**config.mk**
```make
export PLATFORM = sky130hd
export DESIGN_NAME = fifo_wr_arbiter_flat
export DESIGN_NICKNAME = d
export VERILOG_FILES = /design/src/rtl/fifo_wr_arbiter_if.sv /design/src/rtl/fifo_wr_arbiter.sv /design/src/flat_wrapper.sv
export SDC_FILE = /design/constraint.sdc
export NUM_CORES = 1
export LEC_CHECK = 0
export BUFFER_PORTS_ARGS = -buffer_cell sky130_fd_sc_hd__buf_2
export CORE_ASPECT_RATIO = 1.75
export CORE_UTILIZATION = 40
export CTS_BUF_LIST = sky130_fd_sc_hd__clkbuf_4 sky130_fd_sc_hd__clkbuf_8
export CTS_CLUSTER_DIAMETER = 150
export DETAILED_ROUTE_END_ITERATION = 7
export PLACE_DENSITY = 0.75
export SYNTH_ARGS = -nofsm -noshare
export SYNTH_HDL_FRONTEND = slang
export SYNTH_SLANG_ARGS = --single-unit
```
**constraint.sdc**
```tcl
create_clock -name clk -period 6.21 [get_ports clk]
set_input_delay 0.3105 -clock clk [delete_from_list [all_inputs] [get_ports clk]]
set_output_delay 0.3105 -clock clk [all_outputs]
set_load 0.02 [all_outputs]
```
**src/rtl/fifo_wr_arbiter_if.sv**
```systemverilog
// Write-port bundle between NREQ requesters, the arbiter and one FIFO write port.
// master = requesters/FIFO side, slave = arbiter side.
interface fifo_wr_arbiter_if #(
  parameter int WIDTH = 32,
  parameter int NREQ  = 4
);
  localparam int GID_W = (NREQ > 1) ? $clog2(NREQ) : 1;

  logic [NREQ-1:0]       req_valid;
  logic [NREQ*WIDTH-1:0] req_data;
  logic [NREQ-1:0]       req_ready;
  logic [WIDTH-1:0]      fifo_wdata;
  logic                  fifo_wr_en;
  logic                  fifo_full;
  logic [GID_W-1:0]      grant_id;
  logic                  busy;

  modport master (
    output req_valid, req_data, fifo_full,
    input  req_ready, fifo_wdata, fifo_wr_en, grant_id, busy
  );

  modport slave (
    input  req_valid, req_data, fifo_full,
    output req_ready, fifo_wdata, fifo_wr_en, grant_id, busy
  );
endinterface

```
**src/rtl/fifo_wr_arbiter.sv**
```systemverilog
// Round-robin burst arbiter: muxes one of NREQ requesters onto a FIFO write port,
// holding each grant for up to BURST accepted beats. Pure combinational data path.
module fifo_wr_arbiter #(
  parameter int WIDTH = 32,
  parameter int NREQ  = 4,
  parameter int BURST = 4
) (
  input  logic             clk,
  input  logic             rst,
  fifo_wr_arbiter_if.slave bus
);

  localparam int OWN_W = (NREQ > 1) ? $clog2(NREQ) : 1;
  localparam int CNT_W = (BURST > 1) ? $clog2(BURST) : 1;
  localparam logic [CNT_W-1:0] LAST_BEAT = CNT_W'(BURST - 1);
  localparam logic [OWN_W-1:0] LAST_REQ  = OWN_W'(NREQ - 1);

  typedef enum logic {
    IDLE  = 1'b0,
    GRANT = 1'b1
  } state_t;

  state_t           state, state_nxt;
  logic [OWN_W-1:0] owner, owner_nxt;
  logic [OWN_W-1:0] last_owner, last_owner_nxt;
  logic [CNT_W-1:0] beat_cnt, beat_cnt_nxt;

  logic active;
  logic owner_valid;
  logic accept;
  logic rel_grant;
  logic any_valid;

  // First valid requester after base, wrapping; base itself is considered last.
  function automatic logic [OWN_W-1:0] rr_pick(input logic [NREQ-1:0] v,
                                               input logic [OWN_W-1:0] base);
    logic [OWN_W-1:0] sel;
    int               best_d;
    int               d;
    sel    = base;
    best_d = NREQ;
    for (int i = 0; i < NREQ; i++) begin
      d = (i + 2 * NREQ - int'(base) - 1) % NREQ;
      if (v[i] && (d < best_d)) begin
        best_d = d;
        sel    = OWN_W'(i);
      end
    end
    return sel;
  endfunction

  // Reset gates every output in the same cycle so a mid-burst reset never writes.
  always_comb begin
    active      = (state == GRANT) && !rst;
    owner_valid = 1'b0;
    for (int i = 0; i < NREQ; i++) begin
      if (owner == OWN_W'(i)) owner_valid = bus.req_valid[i];
    end
    any_valid = |bus.req_valid;
    accept    = active && owner_valid && !bus.fifo_full;
    rel_grant = active && (!owner_valid || (accept && (beat_cnt == LAST_BEAT)));
  end

  always_ff @(posedge clk) begin
    if (rst) begin
      state      <= IDLE;
      owner      <= '0;
      last_owner <= LAST_REQ;
      beat_cnt   <= '0;
    end else begin
      state      <= state_nxt;
      owner      <= owner_nxt;
      last_owner <= last_owner_nxt;
      beat_cnt   <= beat_cnt_nxt;
    end
  end

  always_comb begin
    state_nxt      = state;
    owner_nxt      = owner;
    last_owner_nxt = last_owner;
    beat_cnt_nxt   = beat_cnt;
    unique case (state)
      IDLE: begin
        if (any_valid) begin
          state_nxt    = GRANT;
          owner_nxt    = rr_pick(bus.req_valid, last_owner);
          beat_cnt_nxt = '0;
        end
      end
      GRANT: begin
        if (rel_grant) begin
          last_owner_nxt = owner;
          beat_cnt_nxt   = '0;
          // Back-to-back handover: the releasing owner is scanned last.
          if (any_valid) owner_nxt = rr_pick(bus.req_valid, owner);
          else           state_nxt = IDLE;
        end else if (accept) begin
          beat_cnt_nxt = beat_cnt + 1'b1;
        end
      end
      default: state_nxt = IDLE;
    endcase
  end

  always_comb begin
    bus.req_ready  = '0;
    bus.fifo_wdata = '0;
    bus.fifo_wr_en = accept;
    bus.busy       = active;
    bus.grant_id   = '0;
    if (active) begin
      bus.grant_id = owner;
      for (int i = 0; i < NREQ; i++) begin
        if (owner == OWN_W'(i)) begin
          bus.req_ready[i] = !bus.fifo_full;
          bus.fifo_wdata   = bus.req_data[i*WIDTH +: WIDTH];
        end
      end
    end
  end

endmodule

```
**src/flat_wrapper.sv**
```systemverilog
// flat-port wrapper written by rule: the top's interface ports become plain ports
module fifo_wr_arbiter_flat 
#(
  parameter int WIDTH = 32,
  parameter int NREQ  = 4,
  parameter int BURST = 4
)
  (clk, rst, bus_req_valid, bus_req_data, bus_fifo_full, bus_req_ready, bus_fifo_wdata, bus_fifo_wr_en, bus_grant_id, bus_busy);
  fifo_wr_arbiter_if #(.WIDTH(WIDTH), .NREQ(NREQ)) bus_i ();
  input  logic clk;
  input  logic rst;
  input wire logic [$bits(bus_i.req_valid)-1:0] bus_req_valid;
  input wire logic [$bits(bus_i.req_data)-1:0] bus_req_data;
  input wire logic [$bits(bus_i.fifo_full)-1:0] bus_fifo_full;
  output wire logic [$bits(bus_i.req_ready)-1:0] bus_req_ready;
  output wire logic [$bits(bus_i.fifo_wdata)-1:0] bus_fifo_wdata;
  output wire logic [$bits(bus_i.fifo_wr_en)-1:0] bus_fifo_wr_en;
  output wire logic [$bits(bus_i.grant_id)-1:0] bus_grant_id;
  output wire logic [$bits(bus_i.busy)-1:0] bus_busy;
  assign bus_i.req_valid = bus_req_valid;
  assign bus_i.req_data = bus_req_data;
  assign bus_i.fifo_full = bus_fifo_full;
  assign bus_req_ready = bus_i.req_ready;
  assign bus_fifo_wdata = bus_i.fifo_wdata;
  assign bus_fifo_wr_en = bus_i.fifo_wr_en;
  assign bus_grant_id = bus_i.grant_id;
  assign bus_busy = bus_i.busy;
  fifo_wr_arbiter #(.WIDTH(WIDTH), .NREQ(NREQ), .BURST(BURST)) u_core (.clk(clk), .rst(rst), .bus(bus_i));
endmodule
```
==> metrics, run 1 <==
total power=1.227 mW; LEAKAGE=1.762 nW; io pins=175; WP buf/inv=1; area grow syn2layout=35.98%; CTS Sinks=7; crit-path max FO=9; Top Usage Layer GRT=met2; Async SR Flop Fraction=0; status=finished, final reports clean; Die ar.=6557 µm²; drt pass-1 iters=5; layout cells sized above 1=0.3474; first-pass GRT wire length=13.81 mm; Final setup viols=0; Place WS=1.123 ns; Worst-Margin Slew=0.7236 ns; met2 Use GR=0.4439; port bufs=174; global-route usage over all layers=0.2682; CP Class=reg -> reg; Initial Utilization=0.4202; Slowest-stage cell, CP=nor3b_1; commonest non-fill, non-tap cell in the layout=buf_2; CTS Root Cell=clkbuf_8; DRC=0; H-tree levels=1; Cell Count, Final, Fillers Out=650; vias in the first global route=3124; commonest non-fill, non-tap cells in the layout=174 x buf_2, 102 x a21oi_1, 83 x nor2_1; Post-CTS Hold Fix Bufs=0; Seq cells post-synth=7; clock skew=0.003051 ns; dpl cell area=3332 µm²; CTS tree=built; met3 Resource Use GR=0.08759; clk buf depth=2; Placed Instances=644; Core Area=5926 µm²; row count=37; startpoint class of the critical path=register; crit path DAT=5.31 ns; Slew Limit Fails=0; fin nets=730; register area share after synthesis=0.05628; CTS buffer count=3; peak per-stage delay on the critical path=0.53 ns; CP Cell Sequence=inv_1, ha_1, nor3b_1, ha_1, nand2b_1, o21ai_0, and3_1, nand2_1, and2_1, ha_1, a21boi_0, a311oi_1, o211ai_1, nand3_1, o21ai_0, ha_1, o2111ai_1, o211a_1, a2111oi_0, o31ai_1; Placer Congestion=1.013; Final Core Density=0.5714; delay-heaviest family, CP=compound AO/OA/AOI/OAI gates; die height=106.4 µm; met1 Usage GRT=0.2879; overall routed net length=9.131 mm; final worst path period need=5.207 ns; largest net degree at the start of global routing=69; CTS resizes=0; power per cell area=362.4 nW/µm²; RSZ-0062 raised after global routing=no; max_cap viols=0; design area=3386 µm²; EDFF count, synth=0; cells after synthesis=423; hold_ws=0.3766 ns; fmax=0.1921 GHz; Hold WC Path Type=in -> reg; synth warn=0; Slew headroom=0.5139; mapped cell area=2490 µm²; gr ovfl total=0; syn_area_per_cell=5.886 µm²; 1st-iter DRT viols=373; Worst path most repeated cell=ha_1; DPL Wire Length=7.138 mm; Synthesized Nets=582; wire length per cell=14.05 µm; prevailing post-synth register cell=dfxtp_1; Worst Path Required=6.32 ns; Post-Route Setup TNS=0 ns; Post-DRT Antenna Nets=0; Max VDD drop=0.2310 mV; PnR worst setup slack=1.003 ns; period utilization=0.8384; crit path capture type=register; CTS clk-pin slew, worst paths=0.04 ns; post-synthesis cell type count=51; Die Width=61.64 µm; Post-CTS Setup Inserts=0; Worst-Skew Late Latency=0.23 ns; DR vias/cell=5.395; initial antenna violation count=2; final hold violations=0; via count=3507
[metal layers]
layer | part of all wire | vias up | wire, µm
met1 | 0.37 | 1530 | 3340
li1 | - | 1767 | -
met4 | 0.044 | 0 | 406
met2 | 0.48 | 176 | 4403
met3 | 0.11 | 34 | 981
met5 | 0 | - | 0
[area by class of cell]
class                           count  area, µm²
Fill cell                         647       2540
Multi-Input combinational cell    367       2141
Timing Repair Buffer              178      900.9
Sequential cell                     7      140.1
Tap cell                           78      97.59
Inverter                           14      52.55
Clock buffer                        4      48.80
Antenna cell                        2      5.005
[synth_stat cells, types with 2 or more instances]
| cell type | number | area share |
|---|---|---|
| nor3_1 | 5 | 0.010 |
| and3b_1 | 2 | 0.0070 |
| clkbuf_1 | 26 | 0.039 |
| or2_2 | 2 | 0.0050 |
| nand3b_1 | 33 | 0.099 |
| a311oi_1 | 2 | 0.0070 |
| inv_1 | 14 | 0.021 |
| nand2_1 | 43 | 0.065 |
| a2111oi_0 | 2 | 0.0070 |
| buf_1 | 4 | 0.0060 |
| a211o_1 | 2 | 0.0070 |
| nor2_1 | 83 | 0.13 |
| and2_1 | 6 | 0.015 |
| or2b_2 | 2 | 0.0070 |
| ha_1 | 24 | 0.12 |
| a21boi_0 | 3 | 0.0090 |
| a21oi_1 | 102 | 0.21 |
| nand2b_1 | 6 | 0.015 |
| o21ai_0 | 9 | 0.018 |
| xor2_1 | 2 | 0.0070 |
| dfxtp_1 | 7 | 0.056 |
| o2111ai_1 | 2 | 0.0070 |
| a31o_2 | 2 | 0.0070 |
| nand3_1 | 4 | 0.0080 |
| clkbuf_2 | 2 | 0.0040 |
| a211oi_1 | 3 | 0.0090 |
| nor2b_1 | 2 | 0.0050 |
| mux2i_1 | 2 | 0.0080 |
| o211ai_1 | 3 | 0.0090 |
| or2b_1 | 2 | 0.0060 |
| o31ai_1 | 2 | 0.0060 |
[final timing paths]
kind	from	end	slack, ns	cells after the start
worst max-delay path	u_core.last_owner[0]	u_core.owner[0]	1.00	20
worst min-delay path	rst	u_core.beat_cnt[1]	0.38	2
worst max register to register	u_core.last_owner[0]	u_core.owner[0]	1.00	20
worst min register to register	u_core.beat_cnt[1]	u_core.beat_cnt[1]	0.51	2
[worst register-to-register path, cell delays in order, from the launching register on]
cell	delay [ns]
dfxtp_1	0.51
inv_1	0.17
ha_1	0.24
nor3b_1	0.53
ha_1	0.37
nand2b_1	0.18
o21ai_0	0.15
and3_1	0.36
nand2_1	0.11
and2_1	0.17
ha_1	0.28
a21boi_0	0.13
a311oi_1	0.28
o211ai_1	0.20
nand3_1	0.12
o21ai_0	0.11
ha_1	0.37
o2111ai_1	0.14
o211a_1	0.15
a2111oi_0	0.39
o31ai_1	0.12
[where the power goes]
group          internal, mW  switching [mW]  total, mW
clock                0.0490          0.0227     0.0718
combinational         0.446           0.632       1.08
sequential           0.0559          0.0209     0.0769
[kinds of logic after synthesis]
logic type	Yosys count	synth area share
fa+ha+maj	24	0.1206
buf+inv	49	0.08693
compound gates	141	0.3281
xor+xnor	2	0.007036
mux	2	0.008041
other cells	1	0.001506
simple gates	197	0.3915
flops	7	0.05628
[flip-flops by register name, indices dropped and copies added (netlist names)]
register,flops
u_core.state,1
u_core.owner,2
u_core.beat_cnt,2
u_core.last_owner,2
Power figures use the tool's default switching activity.
==> run 2, diff against run 1 <==
CORE_UTILIZATION = 39   (was 40)
PLACE_DENSITY = 0.77   (was 0.75)
clock period = 4.7 ns   (was 6.21 ns; I/O delays follow)
==> run 2 against run 1 <==
  * Core utilization fell by 0.58 points
  * Global-route usage about the same
  * Clock-buffer cell count stayed put
  * Largest cell class unchanged
  * Largest power group unchanged
  * Sequential power is 13% higher
  * Critical endpoint unchanged
  * Design area grew 3.3%
  * Highest routed layer is now met5
  * Non-clock buffer count up 9
  * Clock skew is 0.0082 ns higher
  * Clock power grew 34%
  * Critical path depth is 1 lower
  * Power rose by 38%
==> metrics, run 2 (synthesized netlist as in run 1, its figures left out) <==
status=finished, final reports clean; clock skew=0.01130 ns; delay-heaviest family, CP=compound AO/OA/AOI/OAI gates; Initial Utilization=0.4028; overall routed net length=9.414 mm; WP buf/inv=1; commonest non-fill, non-tap cells in the layout=174 x buf_2, 101 x a21oi_1, 82 x nor2_1; crit path from=u_core.owner[0]; Slew Limit Fails=0; DR vias/cell=5.316; final hold violations=0; Final Core Density=0.5656; max_cap viols=0; CTS tree=built; # fillers=624; gr ovfl total=0; drt pass-1 iters=4; Worst-Skew Late Latency=0.24 ns; dpl cell area=3387 µm²; Worst-Margin Slew=0.6951 ns; 1st-iter DRT viols=272; Placer Congestion=0.9082; die height=107.7 µm; Cell Count, Final, Fillers Out=662; met3 WL=782 µm; io pins=175; startpoint class of the critical path=register; Slowest-stage cell, CP=dfxtp_2; fmax=0.2252 GHz; crit-path max FO=4; LEAKAGE=1.820 nW; CTS clk-pin slew, worst paths=0.05 ns; peak per-stage delay on the critical path=0.35 ns; CTS Sinks=7; Seq. cell area=141.4 µm²; length of routed met2 wiring=4.766 mm; initial antenna violation count=3; RSZ-0062 raised after global routing=no; Post-Route Setup TNS=0 ns; crit path capture type=register; vias in the first global route=3187; power per cell area=484.9 nW/µm²; CP Cell Sequence=inv_1, ha_1, and3b_1, ha_1, or2b_1, o311a_2, or2_2, a21oi_2, a2bb2oi_2, ha_1, a21boi_1, a311oi_2, o211ai_2, a21o_2, ha_1, a211o_1, o21bai_1, a31o_2, o31ai_2; HP Start=rst; DRC=0; crit path DAT=4.59 ns; Core Area=6181 µm²; DPL Wire Length=7.405 mm; final worst path period need=4.441 ns; Hold WC Path Type=in -> reg; Worst Path Required=4.84 ns; hold_ws=0.2791 ns; CTS buffer count=3; row count=38; Routed met1 length=3.562 mm; layout cells sized above 1=0.3731; largest net degree at the start of global routing=69; Worst path most repeated cell=ha_1; via count=3519; Placed Instances=653; clk buf depth=2; area of the multi-input gates=2177 µm²; H-tree levels=1; Final setup viols=0; Post-DRT Antenna Nets=0; wire length per cell=14.22 µm; global-route usage over all layers=0.2680; Die Width=62.40 µm; top flop regs=u_core.beat_cnt x2, u_core.last_owner x2, u_core.owner x2; CP Class=reg -> reg; Slew headroom=0.5366; first-pass GRT wire length=14.69 mm; port bufs=174; Max VDD drop=0.3863 mV; fin nets=739; commonest non-fill, non-tap cell in the layout=buf_2; CTS Root Cell=clkbuf_8; Die ar.=6720 µm²; area grow syn2layout=40.40%; period utilization=0.9449; reg2reg start=u_core.owner[0]; Top Metal Used=met5; design area=3496 µm²
## run 2: cell types whose count changed in the layout (fill, tap and decap cells not counted), sizes merged
| cell | delta |
|---|---|
| buf | +9 |
| diode | +1 |
## run 2: what timing repair did
item	CTS	global route
hold buffers	0	0
endpoints found under the setup margin	0	2
setup buffers	0	2
resized for setup	0	12
## run 2: layer usage
layer  global-route usage  vias up
li1                     -     1794
met3              0.06674       31
met5                    0        -
met4              0.09468        4
met1               0.2932     1533
met2               0.4907      157
## run 2: cell type report
type / instances / area share
tap: 80 / 0.02863
antenna: 3 / 0.002147
multi-input combinational: 367 / 0.6228
timing repair buffer: 187 / 0.2770
sequential: 7 / 0.04044
inverter: 14 / 0.01503
clock buffer: 4 / 0.01396
## run 2: through the flow
step	total power, mW	setup WS, ns
finish	1.695	0.2589
global route	1.898	0.01600
CTS	1.634	0.01961
detailed placement	1.529	0.02791
global placement	1.495	0.1648
floorplan	1.201	0.1375
## run 2: worst reg2reg max path, cell delays in order (launching register included)
cell and delay (ns):
dfxtp_2 0.35, inv_1 0.06, ha_1 0.18, and3b_1 0.22, ha_1 0.26, or2b_1 0.27, o311a_2 0.16, or2_2 0.32
a21oi_2 0.15, a2bb2oi_2 0.17, ha_1 0.26, a21boi_1 0.15, a311oi_2 0.27, o211ai_2 0.12, a21o_2 0.23, ha_1 0.29
a211o_1 0.31, o21bai_1 0.15, a31o_2 0.23, o31ai_2 0.20
## run 2: power by group
part | leakage (nW) | internal, mW | switching [mW]
sequential | 0.0581 | 0.0747 | 0.0122
combinational | 1.74 | 0.640 | 0.872
clock | 0.0262 | 0.0649 | 0.0311
total | 1.82 | 0.780 | 0.915
## run 2: final timing paths
kind                   endpoint  slack [ns]  depth (start not counted)
max reg2reg     u_core.owner[0]        0.26                         19
max             u_core.owner[0]        0.26                         19
min                u_core.state        0.28                          2
min reg2reg  u_core.beat_cnt[1]        0.52                          2
==> run 3, diff against run 2 <==
PLACE_DENSITY = default   (was 0.77)
PLACE_DENSITY_LB_ADDON = 0.25   (was default)
==> run 3 against run 2 <==
  * Core utilization increased by 0.20 points
  * Register-to-register slack got worse by 0.03 ns
  * Non-clock buffer count decreased by 1
  * Via count increased by 1.5%
  * Routed wire length increased by 1.0%
  * Clock skew decreased by 0.010 ns
  * Power increased by 1.0%
  * Setup slack got worse by 0.035 ns
  * Sequential cell count unchanged
  * Sequential power increased by 1%
  * Hold slack improved by 0.019 ns
==> metrics, run 3 (synthesized netlist as in run 1, its figures left out) <==
period utilization=0.9523; Max VDD drop=0.3262 mV; via count=3572; initial antenna violation count=1; final hold violations=0; vias in the first global route=3159; commonest non-fill, non-tap cell in the layout=buf_2; clock skew=0.001195 ns; status=finished, final reports clean; hold_ws=0.2986 ns; crit path capture type=register; Final setup viols=0; crit-path max FO=6; Slew headroom=0.5157; DPL Wire Length=7.312 mm; LEAKAGE=1.808 nW; Reg2Reg Depth=19; CTS tree=built; Worst Path Required=4.84 ns; CTS clk-pin slew, worst paths=0.04 ns; first-pass GRT wire length=14.58 mm; Placer Congestion=1.014; CTS buffer count=3; final worst path period need=4.476 ns; fin nets=738; drt pass-1 iters=4; Die Width=62.40 µm; wire length per cell=14.43 µm; largest net degree at the start of global routing=69; DR vias/cell=5.420; power per cell area=488.0 nW/µm²; top flop regs=u_core.beat_cnt x2, u_core.last_owner x2, u_core.owner x2; H-tree levels=1; overall routed net length=9.508 mm; PnR worst setup slack=0.2240 ns; Core Area=6181 µm²; startpoint class of the critical path=register; max_cap viols=0; port bufs=174; CP Class=reg -> reg; Worst-Margin Slew=0.7209 ns; crit path DAT=4.61 ns; 1st-iter DRT viols=266; die height=107.7 µm; io pins=175; Post-DRT Antenna Nets=0; Slew Limit Fails=0; area grow syn2layout=40.90%; Cell Count, Final, Fillers Out=659; Min-Delay Path Depth=2; Hold WC Path Type=in -> reg; commonest non-fill, non-tap cells in the layout=174 x buf_2, 101 x a21oi_1, 82 x nor2_1; Post-CTS Hold Fix Bufs=0; Worst-Skew Late Latency=0.23 ns; Place WS=-0.05461 ns; CTS Root Cell=clkbuf_8; Initial Utilization=0.4028; DRC=0; Die ar.=6720 µm²; Placed Instances=652; fmax=0.2234 GHz; global-route usage over all layers=0.2653; Worst R2R Setup Slack=0.22 ns; layout cells sized above 1=0.3789; CTS Sinks=7; row count=38; Post-Route Setup TNS=0 ns; gr ovfl total=0; clk buf depth=2
==> run 3: changes by cell type in the layout (fill, tap and decap cells not counted), sizes merged <==
| cell | delta |
|---|---|
| diode | -2 |
| buf | -1 |
==> run 3: area by class of cell <==
type	instances	area [µm²]
sequential	7	142.6
antenna	1	2.502
clock buffer	4	48.80
inverter	14	52.55
timing repair buffer	186	960.9
fill	650	2673
multi-input combinational	367	2201
tap	80	100.1
==> run 3: critical path, cell delays in order (launching register included) <==
cell and delay, ns:
dfxtp_2 0.35, inv_1 0.06, ha_1 0.18, and3b_2 0.28
ha_4 0.21, or2b_1 0.25, o311a_2 0.16, or2_2 0.32
a21oi_2 0.15, a2bb2oi_2 0.16, ha_1 0.27, a21boi_1 0.15
a311oi_2 0.21, o211ai_2 0.17, a21o_2 0.25, ha_1 0.29
a211o_1 0.31, o21bai_1 0.16, a31o_2 0.25, o31ai_2 0.19
==> run 3: per-layer routing <==
layer / routed length (µm) / part of all wire / track usage / up-vias
li1: - / - / - / 1789
met1: 3662 / 0.39 / 0.2879 / 1589
met2: 4677 / 0.49 / 0.4868 / 163
met3: 771 / 0.081 / 0.05508 / 31
met4: 397 / 0.042 / 0.1146 / 0
met5: 0 / 0 / 0 / -
==> run 3: path summary, 6_finish.rpt <==
check,startpoint,to
worst max-delay path,u_core.owner[0],u_core.owner[0]
worst min-delay path,rst,u_core.beat_cnt[0]
worst max register to register,u_core.owner[0],u_core.owner[0]
worst min register to register,u_core.beat_cnt[1],u_core.beat_cnt[1]
==> run 3: power breakdown <==
group / total, mW / switching, mW / internal [mW]
combinational: 1.53 / 0.892 / 0.639
clock: 0.0928 / 0.0282 / 0.0646
sequential: 0.0880 / 0.0125 / 0.0755
total: 1.71 / 0.933 / 0.779
==> run 3: repair_timing <==
item | 4_1_cts | 5_1_grt
buffers inserted | 0 | 2
endpoints found under the setup margin | 1 | 2
pin swaps | 0 | 8
gates resized for setup | 2 | 16
==> run 3: through the flow <==
step | area (µm²) | util | power [mW]
2_1_floorplan | 2490 | - | 1.201
3_3_place_gp | 3379 | 0.5468 | 1.491
3_5_place_dp | 3379 | 0.5468 | 1.541
4_1_cts | 3436 | 0.5559 | 1.648
5_1_grt | 3508 | 0.5676 | 1.903
6_report | 3508 | 0.5676 | 1.712
